$ cat src/rtl/fadc_result_avg.sv
// Flash-ADC result averager: turns thermometer codes into 0..4 values, sums
// 2^LOG2_AVG of them into one word and queues the words in a small FIFO.
module fadc_result_avg #(
  parameter int LOG2_AVG   = 3,
  parameter int LOG2_DEPTH = 2,
  localparam int W         = LOG2_AVG + 3
) (
  input  logic                  clk,
  input  logic                  RST,
  input  logic                  CLR,
  input  logic                  CONV_VALID,
  input  logic [3:0]            CONV_CODE,
  input  logic                  RD_EN,
  output logic [W-1:0]          RD_DATA,
  output logic                  RD_VALID,
  output logic                  FIFO_EMPTY,
  output logic                  FIFO_FULL,
  output logic [LOG2_DEPTH:0]   FIFO_LEVEL,
  output logic                  OVF,
  output logic                  BUBBLE_ERR,
  output logic                  ACC_BUSY
);
  localparam int NAVG  = 1 << LOG2_AVG;
  localparam int DEPTH = 1 << LOG2_DEPTH;
  localparam int CW    = LOG2_AVG + 1;
  localparam int LW    = LOG2_DEPTH + 1;

  typedef enum logic {ST_IDLE, ST_ACC} state_t;

  state_t                state;
  logic [W-1:0]          acc;
  logic [CW-1:0]         cnt;
  logic [2:0]            code_val;
  logic                  code_legal;
  logic                  wr_req;
  logic [W-1:0]          wr_word;
  logic                  push, pop;
  logic [LW-1:0]         level_nxt;
  logic [LOG2_DEPTH-1:0] wr_ptr, rd_ptr;
  logic [W-1:0]          mem [DEPTH];

  always_comb begin
    code_val = 3'(CONV_CODE[0]) + 3'(CONV_CODE[1]) + 3'(CONV_CODE[2]) + 3'(CONV_CODE[3]);
    case (CONV_CODE)
      4'b0000, 4'b0001, 4'b0011, 4'b0111, 4'b1111: code_legal = 1'b1;
      default:                                     code_legal = 1'b0;
    endcase
  end

  // In ST_IDLE acc is zero, so acc + code is the correct word for AVG=1 too.
  always_comb begin
    wr_word = acc + W'(code_val);
    wr_req  = 1'b0;
    if (CONV_VALID) begin
      if (LOG2_AVG == 0)
        wr_req = 1'b1;
      else if (state == ST_ACC && cnt == CW'(NAVG - 1))
        wr_req = 1'b1;
    end
  end

  always_ff @(posedge clk) begin
    if (RST || CLR) begin
      state      <= ST_IDLE;
      acc        <= '0;
      cnt        <= '0;
      ACC_BUSY   <= 1'b0;
      BUBBLE_ERR <= 1'b0;
    end else if (CONV_VALID) begin
      if (!code_legal) BUBBLE_ERR <= 1'b1;
      if (wr_req) begin
        state    <= ST_IDLE;
        acc      <= '0;
        cnt      <= '0;
        ACC_BUSY <= 1'b0;
      end else begin
        state    <= ST_ACC;
        acc      <= wr_word;
        cnt      <= cnt + CW'(1);
        ACC_BUSY <= 1'b1;
      end
    end
  end

  // A pop in the same cycle frees the slot, so a full FIFO still accepts the write.
  always_comb begin
    pop       = RD_EN && !FIFO_EMPTY;
    push      = wr_req && (!FIFO_FULL || pop);
    level_nxt = FIFO_LEVEL;
    if (push && !pop)
      level_nxt = FIFO_LEVEL + LW'(1);
    else if (pop && !push)
      level_nxt = FIFO_LEVEL - LW'(1);
  end

  always_ff @(posedge clk) begin
    if (push) mem[wr_ptr] <= wr_word;
  end

  always_ff @(posedge clk) begin
    if (RST || CLR) begin
      wr_ptr     <= '0;
      rd_ptr     <= '0;
      FIFO_LEVEL <= '0;
      FIFO_EMPTY <= 1'b1;
      FIFO_FULL  <= 1'b0;
      RD_DATA    <= '0;
      RD_VALID   <= 1'b0;
      OVF        <= 1'b0;
    end else begin
      RD_VALID <= pop;
      if (pop) begin
        RD_DATA <= mem[rd_ptr];
        rd_ptr  <= rd_ptr + LOG2_DEPTH'(1);
      end
      if (push) wr_ptr <= wr_ptr + LOG2_DEPTH'(1);
      if (wr_req && !push) OVF <= 1'b1;
      FIFO_LEVEL <= level_nxt;
      FIFO_EMPTY <= (level_nxt == '0);
      FIFO_FULL  <= (level_nxt == LW'(DEPTH));
    end
  end
endmodule

$ cat config.mk
export PLATFORM = sky130hd
export DESIGN_NAME = fadc_result_avg
export DESIGN_NICKNAME = d
export VERILOG_FILES = /design/src/rtl/fadc_result_avg.sv
export SDC_FILE = /design/constraint.sdc
export NUM_CORES = 1
export LEC_CHECK = 0
export CORE_MARGIN = 3
export CORE_UTILIZATION = 35
export DETAILED_ROUTE_END_ITERATION = 16
export HOLD_SLACK_MARGIN = 0.08
export SYNTH_ARGS = -nofsm -noshare
export SYNTH_HDL_FRONTEND = slang
export SYNTH_SLANG_ARGS = --single-unit
$ cat constraint.sdc
create_clock -name clk -period 2.4 [get_ports clk]
set_input_delay 0.24 -clock clk [delete_from_list [all_inputs] [get_ports clk]]
set_output_delay 0.24 -clock clk [all_outputs]
set_load 0.005 [all_outputs]
==> results of run 1 <==
## state kept, by name (all words and copies together), names as in the netlist, 2 cells and up
register / flops
RD_DATA: 6
cnt: 4
wr_ptr: 2
mem: 24
acc: 6
FIFO_LEVEL: 3
rd_ptr: 2
## worst min-delay path, delay by kind of cell
| kind | cells | cell delay [ns] |
|---|---|---|
| compound gates | 2 | 0.22 |
| buf+inv | 2 | 0.21 |
| simple gates | 1 | 0.04 |
## worst max path at each step
stage                endpoint          from  slack, ns
floorplan              acc[4]  CONV_CODE[0]       0.22
global placement    mem[2][4]  CONV_CODE[0]      -0.21
detailed placement  mem[0][4]  CONV_CODE[0]      -0.28
CTS                 mem[0][4]  CONV_CODE[0]       0.05
global route           acc[4]  CONV_CODE[1]       0.02
finish              mem[0][4]  CONV_CODE[1]        0.1
## routing by layer
layer	vias to the layer above	share of wire [%]	GRT usage, %
li1	765	-	-
met5	-	0	0
met3	2	3.1	3.631
met1	722	49	15.17
met4	0	0.47	2.060
met2	24	48	18.90
## per-stage QoR
stage | power, mW | instances | instance area [µm²]
finish | 1.754 | 312 | 2869
global route | 1.830 | 312 | 2869
CTS | 1.778 | 312 | 2861
detailed placement | 1.091 | 304 | 2728
global placement | 1.087 | 304 | 2728
floorplan | 1.039 | 205 | 2381
## cells by family after synthesis
kind of cell,Yosys count,synth area share [%]
compound gates,29,8.145
xor+xnor,11,4.046
fa+ha+maj,14,8.303
buf+inv,23,4.204
flops,53,54.65
mux,9,6.936
simple gates,66,13.72
## synthesized netlist by cell type (6+ instances only)
master	n	area [µm²]
mux4_2	6	135.1
ha_1	11	137.6
edfxtp_1	24	720.7
xnor2_1	7	61.31
nor2_1	25	93.84
dfxtp_1	29	580.6
a21oi_1	11	55.05
and2_1	6	37.54
nand2_1	15	56.30
clkbuf_1	6	22.52
inv_1	12	45.04
## report_power, final
part / internal (mW) / leakage [nW] / switching [mW]
clock network: 0.414 / 0.0681 / 0.270
logic: 0.0529 / 0.512 / 0.0582
registers: 0.955 / 0.444 / 0.00473
## repair_timing
item | CTS | global route
setup buffers | 0 | 0
setup endpoints to repair | 0 | 6
resized for setup | 0 | 3
endpoints found under the hold margin | 0 | 0
## final cells by class
class	count	area (µm²)
sequential	53	1301
clock buffer	5	68.82
multi-input combinational	129	984.7
timing repair buffer	33	307.8
inverter	12	45.04
tap	77	96.34
clock inverter	3	65.06
fill	602	3590
==> flow_metrics.tcl, run 1 <==
set metrics [dict create \
    status "finished, final reports clean" \
    reg2reg_setup_slack_ns 0.43 \
    path_clk_slew_ns 0.09 \
    min_path_type "primary input to flop" \
    die_area_um2 7829 \
    crit_cells 9 \
    endpoint_kind "flop" \
    cts_buffers 5 \
    async_flop_share_pct 0 \
    synth_edf_count 24 \
    final_util_pct 44.42 \
    grt_overflow 0 \
    drv_cap 0 \
    rr_worst_depth 5 \
    cts.sinks 53 \
    period_share_pct 95.93 \
    cts-root-buf "clkbuf_8" \
    period_minus_slack_ns 2.302 \
    setup_viol 0 \
    synth.avg_cell_area_um2 11.61 \
    area_growth_pct 20.49 \
    cp.arrival_ns 2.35 \
    grt_pass1_vias 1447 \
    grt_max_degree 27 \
    wl_per_cell_um 12.84 \
    cp-start-kind "primary input" \
    synth-seq-cells 53 \
    rsz0062_at_grt "false" \
    initial_core_util_pct 36.87 \
    cts_hold_buf 0 \
    fmaxAchievable_mhz 434.4 \
    io_buffers 23 \
    final_common_cell "dfxtp_1" \
    synth_nets 228 \
    hold_viol_final 0 \
    worst-path-buf-inv 4 \
    fin_nets 257 \
    max_stage_delay_ns 0.50 \
    h-tree-depth 2 \
    vdd_ir_drop_max_mv 0.2208 \
    antennaDiodeCount 0 \
    holdPathStages 5 \
    yosys_warnings 0 \
    wl_um 4006 \
    antenna_left 0 \
    gp_congestion 0.7268 \
    hold_path_startpoint "CONV_CODE[3]" \
    setup-tns-final_ns 0 \
    grt_antenna_before_repair 0 \
    clock_skew_ns 0.01098 \
    cts_tree "yes" \
    p_per_area_nw_per_um2 611.5 \
    grt_pass1_wl_um 6920 \
    worstSetupPathType "primary input to flop" \
    regToRegStartpoint "cnt[0]" \
    ys_seq_area_share_pct 54.65 \
    synthFlopType "dfxtp_1" \
    hold-path-endpoint "BUBBLE_ERR" \
    ioPinCount 24 \
    clk_path_buf_depth 2 \
    die_w_um 88.48 \
    vias 1513 \
    cp.required_ns 2.45 \
    preCtsSetupSlack_ns -0.2752 \
    worst_slack_ns 0.09773 \
    dr.pass1.iters 4 \
    relSlewSlack_pct 64.39 \
    netlist_area_um2 2381 \
    crit_slowest_cell "clkdlybuf4s50_1" \
    die_y_um 88.48 \
    cp_top_family "adder cells" \
    fin_hold_ws_ns 0.4490 \
    layout-drive-gt1-share_pct 14.04 \
    critPathMaxFanout 4 \
    dpl.hpwl_um 2995 \
    rr_endpoint "mem[0][4]" \
    worst-slew-pin-transition_ns 0.5342 \
    rows 29 \
    leakage_nw 1.024 \
    dr.first_iter.drc_count 57 \
    netlist_instances 205 \
    clock_latency_ns 0.29 \
    vias_per_cell 4.849 \
    grt_use_total_pct 11.50 \
    synth_cell_types 42 \
    drc 0 \
    core_area_um2 6459 \
    crit_chain "clkdlybuf4s50_1 -> fa_1 -> fa_2 -> inv_1 -> fa_2 -> inv_1 -> and3_1 -> xor2_1 -> buf_4" \
    mostFrequentLayoutCells "dfxtp_1, nor2_1, edfxtp_1, clkdlybuf4s50_1, nand2_1" \
    maxSlewViolCount 0 \
]
(Power assumes the default switching activity.)
==> inputs of run 2 (changes only) <==
Settings changed: SLEW_MARGIN set to 20.
==> results of run 2 <==
Same layout as run 1: the final DEF is identical, and so are final timing and power.
==> inputs of run 3 (changes only) <==
Settings changed: CTS_CLUSTER_SIZE set to 20.
==> results of run 3 <==
Same layout as run 1: the final DEF is identical, and so are final timing and power.
